===== src/rtl/block_mm_acc.sv =====
// ============================================================================
// Module      : block_mm_acc
// Description : Sequential TN x TN signed tile multiply-accumulate. The block
//               performs one MAC per cycle and saturates each result on write.
// Revision    : 1.0 - initial release
// ============================================================================
`timescale 1ns/1ps
`default_nettype none

module block_mm_acc #(
  parameter int TN   = 4,
  parameter int DW   = 16,
  parameter int ACCW = 34
) (
  input  logic                          clk,
  input  logic                          rst,
  input  logic                          start,
  input  logic                          acc_en,
  input  logic [TN-1:0][TN-1:0][DW-1:0] A,
  input  logic [TN-1:0][TN-1:0][DW-1:0] B,
  output logic [TN-1:0][TN-1:0][DW-1:0] O,
  output logic                          busy,
  output logic                          done
);

  localparam int c_cw = $clog2(TN);
  localparam logic [c_cw-1:0] c_last = c_cw'(TN - 1);
  localparam logic signed [ACCW-1:0] c_max = {{(ACCW-DW+1){1'b0}}, {(DW-1){1'b1}}};
  localparam logic signed [ACCW-1:0] c_min = {{(ACCW-DW+1){1'b1}}, {(DW-1){1'b0}}};

  if (TN < 2) begin : g_bad_tn
    $error("block_mm_acc: TN must be at least 2");
  end
  if (ACCW < 2*DW + $clog2(TN)) begin : g_bad_accw
    $error("block_mm_acc: ACCW too narrow for a lossless dot product");
  end

  typedef enum logic [0:0] {
    IDLE = 1'b0,
    RUN  = 1'b1
  } state_t;

  state_t                          r_state;
  state_t                          w_state_next;
  logic [TN-1:0][TN-1:0][DW-1:0]   r_a;
  logic [TN-1:0][TN-1:0][DW-1:0]   r_b;
  logic [TN-1:0][TN-1:0][DW-1:0]   r_o;
  logic                            r_acc_en;
  logic [c_cw-1:0]                 r_row;
  logic [c_cw-1:0]                 r_col;
  logic [c_cw-1:0]                 r_k;
  logic signed [ACCW-1:0]          r_acc;
  logic                            r_done;

  logic                            w_last_k;
  logic                            w_last_col;
  logic                            w_last_row;
  logic                            w_last;
  logic                            w_accept;
  logic [DW-1:0]                   w_o_cur;
  logic signed [2*DW-1:0]          w_prod;
  logic signed [ACCW-1:0]          w_prod_ext;
  logic signed [ACCW-1:0]          w_base;
  logic signed [ACCW-1:0]          w_sum;
  logic [DW-1:0]                   w_sat;

  assign w_last_k   = (r_k   == c_last);
  assign w_last_col = (r_col == c_last);
  assign w_last_row = (r_row == c_last);
  assign w_last     = w_last_k && w_last_col && w_last_row;
  assign w_accept   = (r_state == IDLE) && start;

  // The first MAC of each dot product seeds the accumulator from O (or zero).
  assign w_o_cur    = r_o[r_row][r_col];
  assign w_prod     = $signed(r_a[r_row][r_k]) * $signed(r_b[r_k][r_col]);
  assign w_prod_ext = {{(ACCW-2*DW){w_prod[2*DW-1]}}, w_prod};
  assign w_base     = r_acc_en ? {{(ACCW-DW){w_o_cur[DW-1]}}, w_o_cur} : '0;
  assign w_sum      = ((r_k == '0) ? w_base : r_acc) + w_prod_ext;

  always_comb begin
    w_sat = w_sum[DW-1:0];
    if (w_sum > c_max) begin
      w_sat = c_max[DW-1:0];
    end else if (w_sum < c_min) begin
      w_sat = c_min[DW-1:0];
    end
  end

  always_ff @(posedge clk or posedge rst) begin
    if (rst) begin
      r_state <= IDLE;
    end else begin
      r_state <= w_state_next;
    end
  end

  always_comb begin
    w_state_next = r_state;
    case (r_state)
      IDLE:    if (start)  w_state_next = RUN;
      RUN:     if (w_last) w_state_next = IDLE;
      default: w_state_next = IDLE;
    endcase
  end

  always_ff @(posedge clk or posedge rst) begin
    if (rst) begin
      r_a      <= '0;
      r_b      <= '0;
      r_o      <= '0;
      r_acc_en <= 1'b0;
      r_row    <= '0;
      r_col    <= '0;
      r_k      <= '0;
      r_acc    <= '0;
      r_done   <= 1'b0;
    end else begin
      r_done <= (r_state == RUN) && w_last;
      if (w_accept) begin
        r_a      <= A;
        r_b      <= B;
        r_acc_en <= acc_en;
      end
      if (r_state == RUN) begin
        r_acc <= w_sum;
        if (w_last_k) begin
          r_o[r_row][r_col] <= w_sat;
          r_k               <= '0;
          if (w_last_col) begin
            r_col <= '0;
            r_row <= w_last_row ? '0 : r_row + 1'b1;
          end else begin
            r_col <= r_col + 1'b1;
          end
        end else begin
          r_k <= r_k + 1'b1;
        end
      end
    end
  end

  assign O    = r_o;
  assign busy = (r_state == RUN);
  assign done = r_done;

endmodule

`default_nettype wire


===== config.mk =====
export PLATFORM = sky130hd
export DESIGN_NAME = block_mm_acc
export DESIGN_NICKNAME = d
export VERILOG_FILES = /design/src/rtl/block_mm_acc.sv
export SDC_FILE = /design/constraint.sdc
export NUM_CORES = 2
export LEC_CHECK = 0
export ABC_AREA = 1
export ABC_CLOCK_PERIOD_IN_PS = 25700
export CAP_MARGIN = 30
export CORE_AREA = 5 5 230 455
export DETAILED_ROUTE_END_ITERATION = 10
export DIE_AREA = 0 0 235 460
export PLACE_DENSITY = 0.77
export RECOVER_POWER = 50
export SLEW_MARGIN = 5
export SYNTH_ARGS = -nofsm -noshare
export SYNTH_HDL_FRONTEND = slang
export SYNTH_SLANG_ARGS = --single-unit

===== constraint.sdc =====
create_clock -name clk -period 25.7 [get_ports clk]
set_input_delay 5.14 -clock clk [delete_from_list [all_inputs] [get_ports clk]]
set_output_delay 5.14 -clock clk [all_outputs]
set_load 0.01 [all_outputs]

[After elaboration in Yosys (flattened, before gate mapping)]
Index checks and enable logic that the tools add are counted.
Storage, ports and cells
  output and inout port bits: 258
  word-level logic and storage cells: 107
  bits in latches: 0
  RAM bits: 0
  register bits: 811
  memories: 0
  bits of input ports: 516
  bits in read-only memories: 0
Operators by class
  multiplexer cells: 27
  shifts and indexed selects: 0
  $mul: 1
  equal/unequal tests: 3
  reductions and logical operators: 9
  $add $sub $neg: 4
  magnitude comparators: 7
  bitwise logic cells: 1
  div/mod/pow operators: 0
Operators by type and width (count)
  64-bit binary-select mux with 2-bit select: 3
  256-bit bitwise mux: 1
  64-bit two-way mux: 4
  64-bit demux with 2-bit select: 1
  16-bit binary-select mux with 2-bit select: 3
  16-bit two-way mux: 6
  34-bit two-way mux: 2
  34-bit by 32-bit adder with 34-bit output: 1
  34-bit by 16-bit greater-than comparator with 1-bit output (second input constant): 1
  34-bit by 16-bit less-than comparator with 1-bit output (second input constant): 1
  16-bit demux with 2-bit select: 1
  16-bit by 16-bit multiplier with 32-bit output: 1
  2-bit by 3-bit less-than comparator with 1-bit output (second input constant): 3
  2-bit by 1-bit adder with 2-bit output (second input constant): 3
  2-bit equality test (second input constant): 3
  1-bit logical AND: 6
  2-bit two-way mux: 3
  2-bit by 1-bit >= comparator with 1-bit output (second input constant): 2
  3-bit AND reduction: 1
  2-bit logical NOT: 1
  1-bit two-way mux: 2
  1-bit one-hot mux with 2 select lines: 1
  2-bit AND reduction: 1
  1-bit NOT: 1

[Depth between registers and ports, before layout]
  word-level depth: 11
  depth in mapped cells: 46
  gate-level depth less buffers: 41

[Worst setup path after synthesis]
No wires, ideal clock.
  path kind: reg2reg
  from: reg r_k[0]
  to: reg r_o (netlist bit O[246])
  clock period less this slack: 7.811 ns
  path buffers: 6
  data arrival time: 7.745 ns
  stages on the path, launching flop included: 38
  data required time: 25.634 ns
  slack: 17.889 ns
  setup time: 0.066 ns
  cells stage by stage: dfrtp_1 -> buf_2 -> clkbuf_1 -> clkbuf_1 -> nor2_1 -> o21ai_0 -> o221ai_1 -> nand2_1 -> clkbuf_1 -> nand2_1 -> fa_1 -> inv_1 -> fa_1 -> inv_1 -> fa_1 -> inv_1 -> fa_1 -> fa_1 -> [... 2 more ...] -> inv_1 -> ha_1 -> inv_1 -> nor3_1 -> nand2_1 -> nor2_1 -> nand2_1 -> nand3_1 -> nand2_1 -> nor3_1 -> nand4_1 -> nand2_2 -> buf_6 -> nand2_1 -> nand2_4 -> buf_6 -> nand2_2 -> nand2_1
Between the ends
  longest elaborated chain between the ends: 10
  elaborated cells on any way between the ends: 17
  those cells by class: 1 x add/sub; 1 x mul; 2 x order compare; 1 x eq/ne; 10 x mux; 2 x reduce/logical
Ends and longest elaborated chain
  start: declaration: RTL line 51  | logic [c_cw-1:0] r_k;
  start signal: assignment: RTL line 136  | r_k <= r_k + 1'b1;
  64-bit binary-select mux with 2-bit select: RTL line 75  | assign w_prod = $signed(r_a[r_row][r_k]) * $signed(r_b[r_k][r_col]);
  64-bit two-way mux (not written as such): RTL line 75
  16-bit binary-select mux with 2-bit select: RTL line 75
  16-bit two-way mux (not written as such): RTL line 75
  16-bit by 16-bit multiplier with 32-bit output: RTL line 75
  34-bit by 32-bit adder with 34-bit output: RTL line 78  | assign w_sum = ((r_k == '0) ? w_base : r_acc) + w_prod_ext;
  34-bit by 16-bit less-than comparator with 1-bit output: RTL line 84  | end else if (w_sum < c_min) begin
  16-bit two-way mux: RTL line 84
  16-bit two-way mux: RTL line 82  | if (w_sum > c_max) begin
  256-bit bitwise mux: RTL line 127  | r_o[r_row][r_col] <= w_sat;
  end signal: indexed assignment: RTL line 127
  end: declaration: RTL line 47  | logic [TN-1:0][TN-1:0][DW-1:0] r_o;
Parallel ways exist; a longest one is shown, timed or not. The select of a mux whose other input is x is not followed.
A chain may end at the register's enable or synchronous reset.

==> results.md <==
GRT:
- For met1 alone, demand over resource in global routing was 40.1%.
- The met3 capacity usage during global routing is 9.27%.
- The number of global-route vias before repair is 46,200.
- The initial antenna violation count came to 77.
- met2 is the most crowded layer.
- The combined global-route utilization of all metal layers is 37.2%.
- The first global-routing pass estimated 300 mm of wire.
- Summed over all layers, the global routing overflow is 0.
- Global routing consumed, on the met2 layer, 60.9% of the routing resources.
- Entering global routing, the biggest net connects 170 pins.

Place:
- After detailed placement, the design holds a cell count of 7,601.
- The setup slack after placement is 13.94 ns.
- Routability-driven placement finished with a final weighted congestion of 1.02.
- The number of port buffers is 773.
- The standard cell area after detailed placement is 0.0585 mm^2.
- After legalization and detailed placement, the total HPWL measured 157 mm.

Setup path:
- By startpoint and endpoint, the worst setup path is classified as input pin to async pin.
- The start point of the critical path is rst.
- Counting buffers and inverters, the worst setup path is 6 cells deep.
- The required time reported for the critical path endpoint is 26.43 ns.
- The length in cells of the worst reg-to-reg path is 35.
- The endpoint of the most critical setup path is r_a[103].
- The critical path goes through dlygate4sd3_1 -> clkinvlp_2 -> clkbuf_1 -> buf_4 -> buf_4 -> buf_4.
- The critical register-to-register path startpoint is r_k[0].
- STA classifies the critical path endpoint as an async pin.
- The largest delay contributor family on the critical path is buffers and inverters.
- STA classifies the critical path startpoint as an input pin.
- Of all nets on the critical path, the largest fanout is 169.
- The register-to-register path setup slack is 10.39 ns.
- The most numerous cell type found on the critical path is sky130_fd_sc_hd__buf_4.
- The end of the worst register-to-register path is O[110].
- Counting both buffers and inverters, the worst setup path holds a total of 6.
- The arrival time of the worst setup path is 16.60 ns.
- On the worst path, the slowest cell contributes a delay of 6.51 ns.
- The slowest stage cell on the critical path is sky130_fd_sc_hd__clkbuf_1.

Clocking:
- The clock tree root driver cell is sky130_fd_sc_hd__clkbuf_16.
- Buffers inserted to repair hold after CTS numbered 0.
- The clock drives 811 sinks.
- The number of buffers inserted by post-CTS setup repair is 0.
- The clock transition at the registers of the reported paths is 0.07 ns.
- TritonCTS built the clock tree.
- The clock passes through at most 3 buffers.
- The level count of the clock H-tree is 3.
- At the later pin of the worst-skew pair, clock insertion delay measures 0.73 ns.
- Once the clock tree was built, the resizer swapped 0 gates to a different size.
- The clock buffer count from CTS is 75.

Run status:
- The final reports fail on capacitance limit, slew limit.
- The flow ran to the end, but the final reports show violations.

Synthesis:
- Counting flops with a built-in enable in the synthesized netlist gives 0.
- The netlist area before placement is 0.0499 mm^2.
- Ranked by instance count, the synthesized netlist is headed by sky130_fd_sc_hd__nand2_1, sky130_fd_sc_hd__dfrtp_1, sky130_fd_sc_hd__inv_1.
- The fraction of synthesized cell area taken by the top area cell type is 40.7%.
- Summed over all instances, the cell type with the most area after synthesis is sky130_fd_sc_hd__dfrtp_1.
- Yosys mapped the design onto 36 distinct sky130hd cell types.
- The proportion of register bits with asynchronous set or reset after synthesis is 100%.
- In this run the mean area of a mapped cell was 8.68 um^2.
- Synthesis inferred 811 register bits.
- The post-synthesis instance total is 5,743.
- For this run, the leading register cell type out of synthesis is sky130_fd_sc_hd__dfrtp_1.
- sky130_fd_sc_hd__nand2_1 is the most common cell in the netlist.
- Yosys printed 0 warnings.
- By area the synthesized netlist is led by sky130_fd_sc_hd__dfrtp_1, sky130_fd_sc_hd__fa_1, sky130_fd_sc_hd__nand2_1.
- For this run, the register share of the synthesized area comes to 40.7%.
- Synthesis produced a netlist with a net count of 6,676.

STA:
- Setup repair after global routing left no endpoint under its margin.
- In the finished design, the share of the clock period the worst path needs comes to 61.7%.
- The achievable frequency is 0.0630 GHz.
- The transition at the pin with the smallest max-transition slack is 9.42 ns.
- The final setup violation count is 0.
- After layout, the minimum clock period comes to 15.87 ns.
- The total negative slack for setup checks is 0 ns.
- The hold violation total from the final report came to 0.
- The worst max-slew margin expressed relative to the limit is -528%.
- The total count of max-transition violations in the final report is 977.
- The worst path setup slack after routing is 9.83 ns.
- Clock skew on the completed layout was measured at 0.0584 ns.

Routing:
- The DRC violation count after routing is 0.
- Using the TritonRoute via totals, the vias-per-cell ratio works out to 5.78.
- The first TritonRoute pass finished after 9 iterations.
- The violation count after the first detailed-routing iteration is 4,981.
- The number of nets with antenna violations after detailed routing is 0.
- The number of vias after detailed routing is 45,200.
- For this block, the routed nets add up to 205 mm of wire.
- The wire length per cell is 26.3 um.

Run:
- The max-capacitance violation count is 13.

Floorplan:
- The floorplan die area is 0.108 mm^2.
- For this configuration, the core starts out at a cell density of 49.4%.
- After floorplanning, the core was divided into 165 placement rows.
- The die is 235 um wide.
- The die is 460 um tall.
- During I/O placement, the number of pins put on the boundary was 774.
- The core box area is 0.101 mm^2.

Final layout:
- The number of nets at the end of the flow is 7,286.
- The area growth from synthesis to layout is 22.9%.
- The finished cells cover 0.0613 mm^2.
- After the flow finishes, the layout carries non-filler instances totaling 7,807.
- The share of post-route cells with drive strength above 1 is 9.61%.

Worst hold path:
- The path class of the tightest hold or removal check is register to register.
-- per-layer routing --
metal  vias up  part of all wire, %
li1      19400                    -
met1     21800                   32
met2      3014                   47
met3       822                  9.8
met4        28                   11
met5         -                0.092
-- worst min path at each step --
| stage | start | endpoint | slack (ns) | cells past startpoint |
|---|---|---|---|---|
| final | r_acc[28] | r_acc[28] | 0.49 | 2 |
| after floorplan | r_acc[15] | r_acc[15] | 0.45 | 2 |
| after CTS | r_acc[15] | r_acc[15] | 0.49 | 2 |
| after global placement | r_acc[27] | r_acc[27] | 0.47 | 2 |
| after detailed placement | r_acc[15] | r_acc[15] | 0.47 | 2 |
| after global routing | r_a[179] | r_a[179] | 0.51 | 1 |
-- through the flow --
| stage | hold slack [ns] | util, % |
|---|---|---|
| CTS | 0.491 | 60.5 |
| global route | 0.506 | 60.7 |
| floorplan | 0.448 | - |
| detailed placement | 0.473 | 58.0 |
| global placement | 0.471 | 57.9 |
| finish | 0.488 | 60.7 |
-- tightest hold or removal path, stage by stage (launching register included) --
cell and delay [ns]:
sky130_fd_sc_hd__dfrtp_1 0.34, sky130_fd_sc_hd__nand2_1 0.05, sky130_fd_sc_hd__o21ai_0 0.06
-- flip-flops by register name (all words and copies together) (netlist names) --
signal	cells
r_acc	34
r_k	2
r_a	256
done	1
r_b	256
r_row	2
O	256
busy	1
r_col	2
r_acc_en	1
-- area by class of cell --
type | count | area (um^2)
clock inverter | 26 | 372
tap | 1336 | 1670
timing repair buffer | 858 | 8400
fill | 8560 | 39700
multi-input combinational | 3791 | 25100
antenna | 60 | 150
inverter | 816 | 3070
sequential | 811 | 20300
clock buffer | 109 | 2170
-- logic make-up (layout without fill, tap and decap cells) --
logic type	count (synthesis)	count (layout)	share of synthesized area [%]
xor gates and xnor gates	14	14	0.246
DFF	811	811	40.7
muxes	375	375	8.47
AOI/OAI and AO/OA	1031	1031	11.3
adders and majority gates	417	417	15.1
buffers and inverters	1141	1809	8.93
other	0	60	0
and+or+nand+nor	1954	1954	15.3
-- placed cells by master, fill, tap and decap left out, types with 5 or more instances in the layout --
cell type and n:
sky130_fd_sc_hd__nand2_1 1317, sky130_fd_sc_hd__dfrtp_1 807, sky130_fd_sc_hd__inv_1 802, sky130_fd_sc_hd__o21ai_0 570, sky130_fd_sc_hd__clkdlybuf4s50_1 530, sky130_fd_sc_hd__nor2_1 497
sky130_fd_sc_hd__mux2_2 373, sky130_fd_sc_hd__fa_1 305, sky130_fd_sc_hd__a21oi_1 269, sky130_fd_sc_hd__dlygate4sd3_1 243, sky130_fd_sc_hd__ha_1 112, sky130_fd_sc_hd__o221ai_1 79
sky130_fd_sc_hd__clkbuf_16 75, sky130_fd_sc_hd__nand3_1 72, sky130_fd_sc_hd__o22ai_1 72, sky130_fd_sc_hd__diode_2 60, sky130_fd_sc_hd__buf_4 57, sky130_fd_sc_hd__clkbuf_1 34
sky130_fd_sc_hd__nand2_2 25, sky130_fd_sc_hd__clkbuf_8 17, sky130_fd_sc_hd__nand4_1 15, sky130_fd_sc_hd__o211ai_1 15, sky130_fd_sc_hd__xor2_1 11, sky130_fd_sc_hd__nand2_4 11
sky130_fd_sc_hd__clkinv_2 11, sky130_fd_sc_hd__o21ai_1 9, sky130_fd_sc_hd__nor3_1 8, sky130_fd_sc_hd__clkinv_1 6, sky130_fd_sc_hd__a31oi_1 5, sky130_fd_sc_hd__or2_2 5
sky130_fd_sc_hd__bufinv_16 5
Power is left out: the tool's default activity adds up to more than one toggle a clock period on the data nets, which glitch-free logic cannot reach.
